==> config.mk <==
export PLATFORM = sky130hd
export DESIGN_NAME = operand_stepper
export DESIGN_NICKNAME = d
export VERILOG_FILES = /design/src/rtl/operand_stepper.sv
export SDC_FILE = /design/constraint.sdc
export NUM_CORES = 1
export LEC_CHECK = 0
export ABC_AREA = 1
export CORE_ASPECT_RATIO = 1.5
export CORE_MARGIN = 3
export CORE_UTILIZATION = 55
export CTS_BUF_LIST = sky130_fd_sc_hd__clkbuf_8 sky130_fd_sc_hd__clkbuf_16
export CTS_CLUSTER_DIAMETER = 30
export DETAILED_ROUTE_END_ITERATION = 12
export GPL_ROUTABILITY_DRIVEN = 0
export GPL_TIMING_DRIVEN = 0
export PLACE_DENSITY = 0.81
export RECOVER_POWER = 50
export REMOVE_ABC_BUFFERS = 1
export SKIP_CTS_REPAIR_TIMING = 1
export SYNTH_ARGS = -nofsm -noshare
export SYNTH_HDL_FRONTEND = slang
export SYNTH_SLANG_ARGS = --single-unit
==> constraint.sdc <==
create_clock -name clk -period 2.2 [get_ports clk]
set_input_delay 0.44 -clock clk [delete_from_list [all_inputs] [get_ports clk]]
set_output_delay 0.44 -clock clk [all_outputs]
set_load 0.05 [all_outputs]
==> src/rtl/operand_stepper.sv <==
// Two-key operand stepper: synchronizes and debounces up/down push-buttons,
// then steps a wrapping 0..MAX_VAL operand with hold-to-repeat behaviour.
module operand_stepper #(
    parameter logic [15:0] DEBOUNCE      = 16'd50000,
    parameter logic [23:0] HOLD_CYCLES   = 24'd25000000,
    parameter logic [23:0] REPEAT_CYCLES = 24'd5000000,
    parameter logic [3:0]  MAX_VAL       = 4'd8
) (
    input  logic       clk,
    input  logic       rst,
    input  logic       key_up,
    input  logic       key_dn,
    output logic [3:0] out,
    output logic       step,
    output logic       dir
);

    localparam logic [1:0] IDLE   = 2'd0;
    localparam logic [1:0] HOLD   = 2'd1;
    localparam logic [1:0] REPEAT = 2'd2;
    localparam logic [1:0] LOCK   = 2'd3;

    // bit 0 = up key, bit 1 = down key
    logic [1:0]  sync1;
    logic [1:0]  sync2;
    logic [1:0]  db;
    logic [1:0]  db_q;
    logic [15:0] cnt [2];

    logic [1:0]  state;
    logic [1:0]  state_n;
    logic [23:0] timer;
    logic [23:0] timer_n;
    logic        act;
    logic        act_n;
    logic        do_step;
    logic        step_up;

    logic [1:0]  rise;
    logic        act_lvl;
    logic        other_rise;

    always_ff @(posedge clk) begin
        if (rst) begin
            sync1 <= '0;
            sync2 <= '0;
            db    <= '0;
            db_q  <= '0;
            for (int unsigned i = 0; i < 2; i++) begin
                cnt[i] <= '0;
            end
        end else begin
            sync1 <= {key_dn, key_up};
            sync2 <= sync1;
            db_q  <= db;
            for (int unsigned i = 0; i < 2; i++) begin
                if (sync2[i] == db[i]) begin
                    cnt[i] <= '0;
                end else if ({1'b0, cnt[i]} + 17'd1 == {1'b0, DEBOUNCE}) begin
                    db[i]  <= sync2[i];
                    cnt[i] <= '0;
                end else begin
                    cnt[i] <= cnt[i] + 16'd1;
                end
            end
        end
    end

    assign rise       = db & ~db_q;
    assign act_lvl    = act ? db[0] : db[1];
    assign other_rise = act ? rise[1] : rise[0];

    // HOLD fires once the timer has sat at 0 (HOLD_CYCLES+1 cycles after the
    // first step); REPEAT fires on the decrement that reaches 0, giving an
    // exact REPEAT_CYCLES period.
    always_comb begin
        state_n = state;
        timer_n = timer;
        act_n   = act;
        do_step = 1'b0;
        step_up = act;
        case (state)
            IDLE: begin
                if (rise == 2'b11) begin
                    state_n = LOCK;
                end else if (rise[0] || rise[1]) begin
                    do_step = 1'b1;
                    step_up = rise[0];
                    act_n   = rise[0];
                    timer_n = HOLD_CYCLES;
                    state_n = HOLD;
                end
            end
            HOLD: begin
                if (other_rise) begin
                    state_n = LOCK;
                end else if (!act_lvl) begin
                    state_n = IDLE;
                end else if (timer == '0) begin
                    do_step = 1'b1;
                    timer_n = REPEAT_CYCLES;
                    state_n = REPEAT;
                end else begin
                    timer_n = timer - 24'd1;
                end
            end
            REPEAT: begin
                if (other_rise) begin
                    state_n = LOCK;
                end else if (!act_lvl) begin
                    state_n = IDLE;
                end else if (timer <= 24'd1) begin
                    do_step = 1'b1;
                    timer_n = REPEAT_CYCLES;
                end else begin
                    timer_n = timer - 24'd1;
                end
            end
            default: begin
                if (db == 2'b00) begin
                    state_n = IDLE;
                end
            end
        endcase
    end

    always_ff @(posedge clk) begin
        if (rst) begin
            state <= IDLE;
            timer <= '0;
            act   <= 1'b1;
            out   <= '0;
            step  <= 1'b0;
            dir   <= 1'b1;
        end else begin
            state <= state_n;
            timer <= timer_n;
            act   <= act_n;
            step  <= do_step;
            if (do_step) begin
                dir <= step_up;
                if (step_up) begin
                    out <= (out == MAX_VAL) ? 4'd0 : out + 4'd1;
                end else begin
                    out <= (out == 4'd0) ? MAX_VAL : out - 4'd1;
                end
            end
        end
    end

endmodule

==> metrics list, run 1 <==
* Status: finished clean
* Stages on the worst setup path: 11
- Rel. slew slack: 59.4%
- Wire length on met3: ~560 um
- Worst clock skew: 0.00784 ns
* Period minus WS final: 2.14 ns
* Post-DR wirelength/cell: 13.6 um
* Core ar.: 8160 um2
* Post-route fraction of the period consumed by the critical path: 97.3%
* DIE AREA: 9660 um2
- Iter 0 DRT Violations: roughly 390
- For this design the ratio of total power to cell area is 1220 nW/um2.
- Worst-path fanout max: 5
- For this configuration, the core starts out at a cell density of 57.3%.
- Counting flops with a built-in enable in the synthesized netlist gives 32.
* Reg-to-reg startpoint: state[1]
* Global router's overall resource usage: 22.6%
* Highest attainable clock frequency: 0.467 GHz
- At the pin with the least slew margin, the transition time is 0.605 ns.
* CTS tree: done
- The detail route stage leaves a number of antenna-violating nets equal to 0.
* Num Clock Sinks: 73
* Post-layout utilization of the core: between 60 and 70%
- The setup path with the least slack is of type flip-flop to flip-flop.
- Length of routed met2 wiring: 6270 um
* Grt total ovfl: 0
* Final Hold Fails: 0
- Input and output buffers added on the ports amount to 9.
* Number of buffers and inverters on the critical path: 5
* Maximum number of pins on one net before global-route repair: 25
- Worst endpoint required time: 2.47 ns
* Endpoints failing setup: 0
* Wire length of the first global-routing pass: between 15000 and 20000 um
- For this run, design rule violations remaining after detail routing come to 0.
- Clock insertion delay at the later pin of the skew report: 0.34 ns
- The net count of the finished layout is 760.
- Bufs on Longest Clock Path: 2
* Most instantiated flip-flop cell in the synthesis netlist: sky130_fd_sc_hd__dfxtp_1
- Via count normalized by instance count: 5.35
- The synthesized design devotes to its leading area cell type 20.6% of total area.
- Largest cells by area after synthesis: sky130_fd_sc_hd__edfxtp_1 21%, sky130_fd_sc_hd__dfxtp_1 18%, sky130_fd_sc_hd__nand2_1 13%
* Vert. Die Dim: 119 um
- Of the synthesized area, sequential elements account for 38.1%.
* Number of cells produced by synthesis: around 670
- Slew Viols, Final: 0
- sky130_fd_sc_hd__edfxtp_1 takes more of the synthesized area than any other cell.
- LEAKAGE: 0.00256 uW
* Total via count after detailed routing: 4547
- Series of cell instances along the critical path: inv_2, ha_4, inv_1, o21ai_2, a21boi_4, clkinv_4, buf_4, buf_4, o21ai_0, nand3_1, nor2_1
* Post-synthesis sequential element count: 73
- The first detailed-routing pass ran for 5 iterations.
* Largest vdd supply drop: approximately 1.1 mV
* Fraction of registers with async set/reset: 0%
- Top Family by Delay on Critical Path: compound AO/OA/AOI/OAI gates
- Synth-to-Final Area Change: 20.2%
- In this run the core area contains 40 standard-cell rows.
- By instance count, the cell type seen most on the critical path is sky130_fd_sc_hd__buf_4.
- Number of filler cells placed in the layout: 644
* Count of inserted antenna diode cells: 0
* IO Count: 10
* Root Buffer: sky130_fd_sc_hd__clkbuf_16
- Post-synth cell types: 36
- sky130_fd_sc_hd__nand2_1 is the most common cell in the netlist.
- Worst hold stages: 2
- The worst setup path is captured at a flip-flop.
* Worst flop-to-flop path endpoint: timer[4]
* Vias in the first global route: 4223
- Type of element launching the critical path: flip-flop
- Across the run, the number of max-cap violations was 0.
- Kind of path behind the tightest hold check: flip-flop to flip-flop
* DP HPWL: 7380 um
- The initial antenna violation count is 0.
- Worst-case register-to-register setup slack: between 0.06 and 0.07 ns
- After synthesis, the most frequently instantiated cells are 159 x sky130_fd_sc_hd__nand2_1, 112 x sky130_fd_sc_hd__nor2_1, 90 x sky130_fd_sc_hd__inv_1, 47 x sky130_fd_sc_hd__nand3_1, 41 x sky130_fd_sc_hd__dfxtp_1.
- Largest incremental delay on the critical path: 0.39 ns
* Die X: about 81 um
- H-tree level count: 3
- Post-synthesis instance area: 4670 um2
- For this block, wires on met1 add up to 4270 um.
* Setup crit start: state[1]
- The highest layer touched by signal routing is met4.
* Average size of a mapped cell: around 7.0 um2
* Capture point of the worst path: timer[4]
* CTS clk-pin slew, worst paths: 0.06 ns
* Ratio of cells with drive above 1 in the final layout: 14.1%
- Arrival time of data at the critical path endpoint: 2.41 ns
- Number of buffers added by the clock tree synthesis step: 9
* Slowest cell on the critical path: sky130_fd_sc_hd__dfxtp_1
- Final WL: 11600 um
- Counting cells, the worst reg-to-reg path comes to 11.
- Summed over all failing endpoints, the final setup total negative slack is 0 ns.
- Yosys printed 0 warnings.
-- per-stage QoR --
stage / cells / setup WS (ns) / instance area, um2 / hold WS (ns) / power, uW
final: 850 / 0.0602 / 5620 / 0.410 / 6870
after global routing: 850 / -0.0865 / 5620 / 0.424 / 7390
after CTS: 822 / -1.16 / 5230 / 0.409 / 6250
after detailed placement: 806 / -1.13 / 4950 / 0.398 / 4810
after global placement: 806 / -1.10 / 4950 / 0.391 / 4720
after floorplan: 692 / -0.155 / 4730 / 0.388 / 4180
-- flip-flops by register name, summed over array words and instances, names as in the netlist, 2 cells and up --
register,cells
cnt,32
timer,24
out,4
db,2
db_q,2
state,2
sync1,2
sync2,2
-- cells by family after synthesis --
logic type,Yosys count,share of synthesized area (%)
DFF,73,38.1
adders and majority gates,16,4.28
and+or+nand+nor,382,36.0
AOI/OAI and AO/OA,80,9.45
other,1,0.0802
xor gates and xnor gates,18,3.37
buffers and inverters,101,8.73
-- layout by cell type (no fill, tap or decap), types with 4 or more instances in the layout --
master and instances:
sky130_fd_sc_hd__nand3b_1 7, sky130_fd_sc_hd__nor3_1 10, sky130_fd_sc_hd__inv_1 87, sky130_fd_sc_hd__buf_4 21, sky130_fd_sc_hd__inv_2 4, sky130_fd_sc_hd__nor2_1 106
sky130_fd_sc_hd__nand4_1 10, sky130_fd_sc_hd__conb_1 32, sky130_fd_sc_hd__xor2_1 10, sky130_fd_sc_hd__clkdlybuf4s50_1 6, sky130_fd_sc_hd__xnor2_1 8, sky130_fd_sc_hd__o21ai_0 30
sky130_fd_sc_hd__edfxtp_1 32, sky130_fd_sc_hd__ha_1 12, sky130_fd_sc_hd__nand3_1 46, sky130_fd_sc_hd__dfxtp_1 39, sky130_fd_sc_hd__nor2_4 10, sky130_fd_sc_hd__nand2_1 156
sky130_fd_sc_hd__a21oi_1 34, sky130_fd_sc_hd__nand3_2 4, sky130_fd_sc_hd__nand2_2 9, sky130_fd_sc_hd__clkbuf_16 9, sky130_fd_sc_hd__nor2_2 17
-- report_power, final --
group          internal, uW  leakage (uW)  switching [uW]
clock                   859      0.000153             547
combinational          1330       0.00174            2350
sequential             1590      0.000665             189
total                  3780       0.00256            3090
-- layout make-up --
cell class              instances  area (um2)  area share (%)
clock buffers                   9         225            4.01
clock inverters                 7        56.3            1.00
inverters                      91         354            6.30
multi-input cells             530        2760            49.1
flip-flops and latches         73        1790            31.8
well taps                     105         131            2.34
repair buffers                 34         297            5.28
repair inverters                1        5.00          0.0891
-- worst min-delay path by stage --
| stage | from | end | slack, ns |
|---|---|---|---|
| 2_1_floorplan | sync1[0] | sync2[0] | 0.39 |
| 3_3_place_gp | sync1[1] | sync2[1] | 0.39 |
| 3_5_place_dp | sync1[1] | sync2[1] | 0.40 |
| 4_1_cts | sync1[1] | sync2[1] | 0.41 |
| 5_1_grt | sync1[1] | sync2[1] | 0.42 |
| 6_report | sync1[1] | sync2[1] | 0.41 |
-- per-layer routing --
layer / global-route usage (%) / up-vias
li1: - / 2260
met1: 23.6 / 2098
met2: 40.6 / 144
met3: 4.69 / 45
met4: 12.2 / 0
met5: 0 / -
-- worst register-to-register path, cell delays in order, from the launching register on --
cell                       delay, ns
sky130_fd_sc_hd__dfxtp_1        0.39
sky130_fd_sc_hd__inv_2          0.10
sky130_fd_sc_hd__ha_4           0.30
sky130_fd_sc_hd__inv_1          0.10
sky130_fd_sc_hd__o21ai_2        0.18
sky130_fd_sc_hd__a21boi_4       0.29
sky130_fd_sc_hd__clkinv_4       0.12
sky130_fd_sc_hd__buf_4          0.15
sky130_fd_sc_hd__buf_4          0.13
sky130_fd_sc_hd__o21ai_0        0.16
sky130_fd_sc_hd__nand3_1        0.09
sky130_fd_sc_hd__nor2_1         0.08
Power figures use the tool's default switching activity.
==> inputs of run 2 (changes only) <==
Settings changed: CAP_MARGIN set to 25.
==> results of run 2 <==
Same layout as run 1: the final DEF is identical, and so are final timing and power.
